$ cat src/rtl/capi_unroll_arb_pkg.sv
// Shared constants and helpers for the capi unroll arbiter slice.
// Tag width, default tag FIFO depth and requester slice offsets.
package capi_unroll_arb_pkg;

    localparam int TDEPTH = 4;

    function automatic int tag_w(input int nreq);
        return (nreq <= 1) ? 1 : $clog2(nreq);
    endfunction

    function automatic int fld_lo(input int idx, input int w);
        return idx * w;
    endfunction

endpackage

$ cat src/rtl/capi_unroll_arb_if.sv
// Requester-side and unroll-engine-side handshake bundle.
// slave: the arbiter; master: the surrounding requesters and engine.
interface capi_unroll_arb_if #(
    parameter int n      = 4,
    parameter int width  = 64,
    parameter int cwidth = 4
);
    logic [n-1:0]        req_v;
    logic [n*width-1:0]  req_d;
    logic [n*cwidth-1:0] req_cstart;
    logic [n*cwidth-1:0] req_cend;
    logic [n-1:0]        req_r;
    logic                ur_v;
    logic [width-1:0]    ur_d;
    logic [cwidth-1:0]   ur_cstart;
    logic [cwidth-1:0]   ur_cend;
    logic                ur_r;
    logic                ur_ov;
    logic                ur_oed;
    logic                ur_oacc;

    modport slave (
        input  req_v, req_d, req_cstart, req_cend,
        input  ur_r, ur_ov, ur_oed, ur_oacc,
        output req_r, ur_v, ur_d, ur_cstart, ur_cend
    );

    modport master (
        output req_v, req_d, req_cstart, req_cend,
        output ur_r, ur_ov, ur_oed, ur_oacc,
        input  req_r, ur_v, ur_d, ur_cstart, ur_cend
    );
endinterface

$ cat src/rtl/capi_unroll_tagfifo.sv
// In-flight burst tag FIFO: tdepth x twidth, push/pop/count/full/empty.
// Illegal pushes (full) and pops (empty) are dropped here.
module capi_unroll_tagfifo
    import capi_unroll_arb_pkg::*;
#(
    parameter int tdepth = TDEPTH,
    parameter int twidth = 2,
    localparam int AW    = (tdepth > 1) ? $clog2(tdepth) : 1,
    localparam int CW    = $clog2(tdepth) + 1
) (
    input  logic              clk,
    input  logic              reset,
    input  logic              push_i,
    input  logic [twidth-1:0] tag_i,
    input  logic              pop_i,
    output logic [twidth-1:0] head_o,
    output logic [CW-1:0]     count_o,
    output logic              full_o,
    output logic              empty_o
);
    logic [twidth-1:0] mem_q [tdepth];
    logic [AW-1:0]     wr_q, rd_q;
    logic [CW-1:0]     cnt_q, cnt_d;
    logic              do_push, do_pop;

    assign full_o  = (cnt_q == CW'(tdepth));
    assign empty_o = (cnt_q == '0);
    assign do_push = push_i & ~full_o;
    assign do_pop  = pop_i & ~empty_o;
    assign head_o  = mem_q[rd_q];
    assign count_o = cnt_q;

    always_comb begin
        cnt_d = cnt_q;
        if (do_push && !do_pop) cnt_d = cnt_q + 1'b1;
        else if (do_pop && !do_push) cnt_d = cnt_q - 1'b1;
    end

    always_ff @(posedge clk) begin
        if (reset) begin
            for (int i = 0; i < tdepth; i++) mem_q[i] <= '0;
            wr_q  <= '0;
            rd_q  <= '0;
            cnt_q <= '0;
        end else begin
            if (do_push) begin
                mem_q[wr_q] <= tag_i;
                wr_q <= (wr_q == AW'(tdepth - 1)) ? '0 : wr_q + 1'b1;
            end
            if (do_pop) rd_q <= (rd_q == AW'(tdepth - 1)) ? '0 : rd_q + 1'b1;
            cnt_q <= cnt_d;
        end
    end
endmodule

$ cat src/rtl/capi_unroll_arb.sv
// Round-robin arbiter feeding the capi unroll engine one descriptor at a time,
// tagging each in-flight burst with its requester for the engine output side.
module capi_unroll_arb
    import capi_unroll_arb_pkg::*;
#(
    parameter int n      = 4,
    parameter int width  = 64,
    parameter int cwidth = 4,
    parameter int tdepth = TDEPTH,
    parameter int twidth = tag_w(n),
    localparam int CW    = $clog2(tdepth) + 1
) (
    input  logic              clk,
    input  logic              reset,
    capi_unroll_arb_if.slave  bus,
    output logic [twidth-1:0] o_tag,
    output logic              o_tagv,
    output logic              o_err
);
    logic [twidth-1:0] ptr_q, ptr_d, gnt_idx;
    logic [twidth:0]   scan;
    logic              gnt_found, gnt_en;
    logic              ur_v_q;
    logic [width-1:0]  ur_d_q;
    logic [cwidth-1:0] ur_cs_q, ur_ce_q;
    logic              err_q, err_d;
    logic              pop, fifo_full, fifo_empty;
    logic [CW-1:0]     fifo_cnt;

    // First valid requester at or after ptr, wrapping explicitly at n.
    always_comb begin
        gnt_found = 1'b0;
        gnt_idx   = '0;
        scan      = '0;
        for (int k = 0; k < n; k++) begin
            scan = {1'b0, ptr_q} + (twidth+1)'(k);
            if (scan >= (twidth+1)'(n)) scan = scan - (twidth+1)'(n);
            if (!gnt_found && bus.req_v[scan[twidth-1:0]]) begin
                gnt_found = 1'b1;
                gnt_idx   = scan[twidth-1:0];
            end
        end
    end

    // Full is judged before any same-cycle pop: no path from ur_oacc to req_r.
    assign gnt_en = ~reset & (~ur_v_q | bus.ur_r) & gnt_found & ~fifo_full;

    always_comb begin
        ptr_d = ptr_q;
        if (gnt_en) ptr_d = (gnt_idx == twidth'(n - 1)) ? '0 : gnt_idx + 1'b1;
    end

    assign pop   = bus.ur_ov & bus.ur_oacc & bus.ur_oed;
    assign err_d = err_q | (pop & fifo_empty);

    always_ff @(posedge clk) begin
        if (reset) begin
            ptr_q   <= '0;
            ur_v_q  <= 1'b0;
            ur_d_q  <= '0;
            ur_cs_q <= '0;
            ur_ce_q <= '0;
            err_q   <= 1'b0;
        end else begin
            ptr_q <= ptr_d;
            err_q <= err_d;
            if (gnt_en) begin
                ur_v_q  <= 1'b1;
                ur_d_q  <= bus.req_d[fld_lo(int'(gnt_idx), width) +: width];
                ur_cs_q <= bus.req_cstart[fld_lo(int'(gnt_idx), cwidth) +: cwidth];
                ur_ce_q <= bus.req_cend[fld_lo(int'(gnt_idx), cwidth) +: cwidth];
            end else if (bus.ur_r) begin
                ur_v_q <= 1'b0;
            end
        end
    end

    assign bus.req_r     = gnt_en ? (n'(1) << gnt_idx) : '0;
    assign bus.ur_v      = ur_v_q;
    assign bus.ur_d      = ur_d_q;
    assign bus.ur_cstart = ur_cs_q;
    assign bus.ur_cend   = ur_ce_q;
    assign o_tagv        = (fifo_cnt != '0);
    assign o_err         = err_q;

    capi_unroll_tagfifo #(
        .tdepth (tdepth),
        .twidth (twidth)
    ) u_tagfifo (
        .clk     (clk),
        .reset   (reset),
        .push_i  (gnt_en),
        .tag_i   (gnt_idx),
        .pop_i   (pop),
        .head_o  (o_tag),
        .count_o (fifo_cnt),
        .full_o  (fifo_full),
        .empty_o (fifo_empty)
    );
endmodule

$ cat src/flat_wrapper.sv
// flat-port wrapper written by rule: the top's interface ports become plain ports
module capi_unroll_arb_flat import capi_unroll_arb_pkg::*;
#(
    parameter int n      = 4,
    parameter int width  = 64,
    parameter int cwidth = 4,
    parameter int tdepth = TDEPTH,
    parameter int twidth = tag_w(n),
    localparam int CW    = $clog2(tdepth) + 1
)
  (clk, reset, o_tag, o_tagv, o_err, bus_req_v, bus_req_d, bus_req_cstart, bus_req_cend, bus_ur_r, bus_ur_ov, bus_ur_oed, bus_ur_oacc, bus_req_r, bus_ur_v, bus_ur_d, bus_ur_cstart, bus_ur_cend);
  capi_unroll_arb_if #(.n(n), .width(width), .cwidth(cwidth)) bus_i ();
  input  logic clk;
  input  logic reset;
  output logic [twidth-1:0] o_tag;
  output logic o_tagv;
  output logic o_err;
  input wire logic [$bits(bus_i.req_v)-1:0] bus_req_v;
  input wire logic [$bits(bus_i.req_d)-1:0] bus_req_d;
  input wire logic [$bits(bus_i.req_cstart)-1:0] bus_req_cstart;
  input wire logic [$bits(bus_i.req_cend)-1:0] bus_req_cend;
  input wire logic [$bits(bus_i.ur_r)-1:0] bus_ur_r;
  input wire logic [$bits(bus_i.ur_ov)-1:0] bus_ur_ov;
  input wire logic [$bits(bus_i.ur_oed)-1:0] bus_ur_oed;
  input wire logic [$bits(bus_i.ur_oacc)-1:0] bus_ur_oacc;
  output wire logic [$bits(bus_i.req_r)-1:0] bus_req_r;
  output wire logic [$bits(bus_i.ur_v)-1:0] bus_ur_v;
  output wire logic [$bits(bus_i.ur_d)-1:0] bus_ur_d;
  output wire logic [$bits(bus_i.ur_cstart)-1:0] bus_ur_cstart;
  output wire logic [$bits(bus_i.ur_cend)-1:0] bus_ur_cend;
  assign bus_i.req_v = bus_req_v;
  assign bus_i.req_d = bus_req_d;
  assign bus_i.req_cstart = bus_req_cstart;
  assign bus_i.req_cend = bus_req_cend;
  assign bus_i.ur_r = bus_ur_r;
  assign bus_i.ur_ov = bus_ur_ov;
  assign bus_i.ur_oed = bus_ur_oed;
  assign bus_i.ur_oacc = bus_ur_oacc;
  assign bus_req_r = bus_i.req_r;
  assign bus_ur_v = bus_i.ur_v;
  assign bus_ur_d = bus_i.ur_d;
  assign bus_ur_cstart = bus_i.ur_cstart;
  assign bus_ur_cend = bus_i.ur_cend;
  capi_unroll_arb #(.n(n), .width(width), .cwidth(cwidth), .tdepth(tdepth), .twidth(twidth)) u_core (.clk(clk), .reset(reset), .bus(bus_i), .o_tag(o_tag), .o_tagv(o_tagv), .o_err(o_err));
endmodule
$ cat config.mk
export PLATFORM = sky130hd
export DESIGN_NAME = capi_unroll_arb_flat
export DESIGN_NICKNAME = d
export VERILOG_FILES = /design/src/rtl/capi_unroll_arb_pkg.sv /design/src/rtl/capi_unroll_arb_if.sv /design/src/rtl/capi_unroll_tagfifo.sv /design/src/rtl/capi_unroll_arb.sv /design/src/flat_wrapper.sv
export SDC_FILE = /design/constraint.sdc
export NUM_CORES = 1
export LEC_CHECK = 0
export CAP_MARGIN = 20
export CELL_PAD_IN_SITES_DETAIL_PLACEMENT = 1
export CELL_PAD_IN_SITES_GLOBAL_PLACEMENT = 1
export CORE_MARGIN = 2
export CORE_UTILIZATION = 22
export CTS_CLUSTER_DIAMETER = 60
export DETAILED_ROUTE_END_ITERATION = 7
export HOLD_SLACK_MARGIN = 0.12
export MAX_ROUTING_LAYER = met4
export PLACE_DENSITY_LB_ADDON = 0.3
export SKIP_CTS_REPAIR_TIMING = 1
export SLEW_MARGIN = 20
export SYNTH_ARGS = -nofsm -noshare
export SYNTH_HDL_FRONTEND = slang
export SYNTH_HIERARCHICAL = 1
export SYNTH_SLANG_ARGS = --single-unit
export TNS_END_PERCENT = 50
$ cat constraint.sdc
create_clock -name clk -period 2.7 [get_ports clk]
set_input_delay 0.405 -clock clk [delete_from_list [all_inputs] [get_ports clk]]
set_output_delay 0.405 -clock clk [all_outputs]
set_load 0.01 [all_outputs]
==> run summary <==
crit path launch -> bus_req_v[2]
chip width -> 160 um
Final ANT Viol Nets -> 0
clk root buf -> clkbuf_16
asr flop ratio synth -> 0%
DRT Pass-1 Iters -> 4
pwr dens -> 667 mW/mm2
Period minus WS final -> 2.64 ns
WL/cell -> 18.0 um
Reg-to-Reg Start -> u_core/u_tagfifo/count_o[0]
Yosys warnings -> 6
Critical Path End -> bus_req_r[2]
Layout Nets -> 1193
Detailed Place HPWL -> 17.5 mm
Top Family by Delay on Critical Path -> buffers and inverters
Initial DRC Count -> 168
max cap viols -> 0
commonest non-fill, non-tap cell in the layout -> clkdlybuf4s50_1
CTS tree -> done
sequential share of the synthesized area -> 36.5%
effective utilization at floorplan -> 22.5%
Clock Sinks -> 93
outcome -> finished clean
synthesized area -> 0.00532 mm2
pre-CTS WS -> -0.0626 ns
final hold slack -> 0.463 ns
post-synth top area share -> 32.0%
global-route usage over all layers -> 17.3%
Critical Path End Type -> output port
FF+latch count, synth -> 93
FF-to-FF setup slack -> 0.24 ns
ys flop type -> dfxtp_1
WP depth -> 7
reg2reg path depth -> 12
Core Region -> 0.0236 mm2
crit path DAT -> 2.24 ns
required time worst endpoint -> 2.30 ns
clk slew on worst S/H paths -> 0.07 ns
slew margin rel. -> 66.6%
worst skew pair latency -> 0.34 ns
RSZ-0062 raised after global routing -> true
Buf/Inv on CP -> 3
syn nets -> 815
Layout Cells excl Fill -> 1214
Fillers -> 2654
critical path startpoint category -> input port
site row count -> 56
largest cells by area after synthesis -> dfxtp_1, mux2i_1, o221ai_1
CP max FO -> 5
Synth cell types -> 47
fin util -> 41.1%
slew at the pin with the worst max-slew slack -> 0.501 ns
slowest stage delay, CP -> 0.48 ns
worst setup path class -> in2out
critical path's most frequent cell -> clkdlybuf4s50_1
Fmax achieved -> 378 MHz
mean post-synth cell area -> 10.4 um2
number of global-route vias before repair -> 5908
via count -> 5502
Hold Violations, Final -> 0
largest net degree at the start of global routing -> 47
Num CTS Buffers -> 9
Overflow after GRT -> 0
crit path max-delay cell type -> clkdlybuf4s50_1
Multi-input gate area -> 0.00294 mm2
Reg2Reg Capture Point -> u_core/u_tagfifo/count_o[2]
Vert. Die Dim -> 160 um
deepest clock path buffer count -> 2
CP cell instances -> clkdlybuf4s50_1 -> nor4_2 -> nor4_4 -> buf_4 -> nand2b_2 -> nor2_1 -> clkdlybuf4s50_1
ANT cells -> 0
EDFF count, synth -> 8
total wire length -> 21.8 mm
number of vias per cell -> 4.53
port buffer count -> 378
worst hold path class -> reg2reg
Final WS setup -> 0.0559 ns
Synth area leader -> dfxtp_1
# setup viols final -> 0
worst vdd ir -> 0.260 mV
commonest cells after routing, fill and taps aside -> clkdlybuf4s50_1, mux2i_1, dfxtp_1
area grow syn2layout -> 82.3%
setup TNS -> 0 ns
Leak -> 0.00369 uW
clk_skew -> 0.00800 ns
DRC errors left -> 0
Cells after Synth -> 512
initial antenna violation count -> 0
sequential cell area -> 0.00195 mm2
H-tree depth -> 3
layout cell share with drive strength beyond 1 -> 7.60%
Placed Cells -> 1195
DIE AREA -> 0.0255 mm2
max-slew violations -> 0
# IOs -> 379
first-pass GRT wire length -> 33.7 mm
period utilization -> 97.9%
gpl congestion -> 0.799
==> logic make-up (layout without fill, tap and decap cells) <==
kind of cell	Yosys count	in the layout	share of synthesized area, %
adder cells (fa/ha/maj)	5	5	1.32
multiplexers	149	149	28.5
AND/OR/NAND/NOR	117	117	9.87
XOR/XNOR	2	2	0.329
AO/OA/AOI/OAI	93	93	14.7
flip-flops	93	93	36.5
buffers and inverters	53	436	8.77
==> state kept, by name, summed over array words and instances (netlist names), named ones only <==
name                      count
u_core/bus.ur_cend            4
u_core/bus.ur_cstart          4
u_core/bus.ur_d              64
u_core/bus.ur_v               1
u_core/o_err                  1
u_core/ptr_q                  2
u_core/u_tagfifo/count_o      3
u_core/u_tagfifo/mem_q        8
u_core/u_tagfifo/rd_q         2
u_core/u_tagfifo/wr_q         2
==> per-stage QoR <==
stage	area, um2	power, uW
3_3_place_gp	9390	5280
5_1_grt	9700	6900
4_1_cts	9660	6570
3_5_place_dp	9390	5310
2_1_floorplan	5330	3710
6_report	9700	6470
==> Yosys cell counts, types with 4 or more instances <==
cell      instances
mux2i_1         147
dfxtp_1          85
nand2_1          76
o221ai_1         72
nor2_1           15
clkbuf_1         14
buf_12           12
buf_2             9
edfxtp_1          8
inv_1             8
nand2b_1          5
nor3_1            5
a21oi_1           4
buf_6             4
ha_1              4
o21ai_1           4
==> tightest hold or removal path: stages, from the launching register on <==
cell	delay, ns
dfxtp_1	0.32
nand2_1	0.05
o221ai_1	0.05
==> worst min-delay path by stage <==
| stage | start | endpoint | slack, ns | cells past startpoint |
|---|---|---|---|---|
| after floorplan | u_core/u_tagfifo/rd_q[0] | flip-flop | 0.46 | 2 |
| after global placement | u_core/bus.ur_d[45] | u_core/bus.ur_d[45] | 0.44 | 2 |
| after detailed placement | u_core/bus.ur_d[0] | u_core/bus.ur_d[0] | 0.45 | 2 |
| after CTS | u_core/bus.ur_d[0] | u_core/bus.ur_d[0] | 0.47 | 2 |
| after global routing | u_core/bus.ur_d[1] | u_core/bus.ur_d[1] | 0.49 | 2 |
| final | u_core/bus.ur_d[1] | u_core/bus.ur_d[1] | 0.46 | 2 |
==> final cells by class <==
type                       instances  share of cell area [%]
clock buffer                      11                    2.40
clock inverter                     5                   0.374
inverter                          11                   0.438
multi-input combinational        366                    30.3
sequential                        93                    20.1
tap                              319                    4.11
timing repair buffer             409                    42.3
==> layer usage <==
metal	share of wire (%)	wire length, um	vias up	global-route usage, %
li1	-	-	2687	-
met2	50	10800	226	29.7
met1	41	9030	2569	19.7
met3	7.5	1640	20	4.53
met4	1.5	331	0	4.88
met5	0	0	-	-
==> report_power, final <==
part	switching, uW	internal, uW
Clock	580	630
Combinational	1410	1790
Sequential	253	1820
Note: power is estimated with default switching activity, not from simulation.
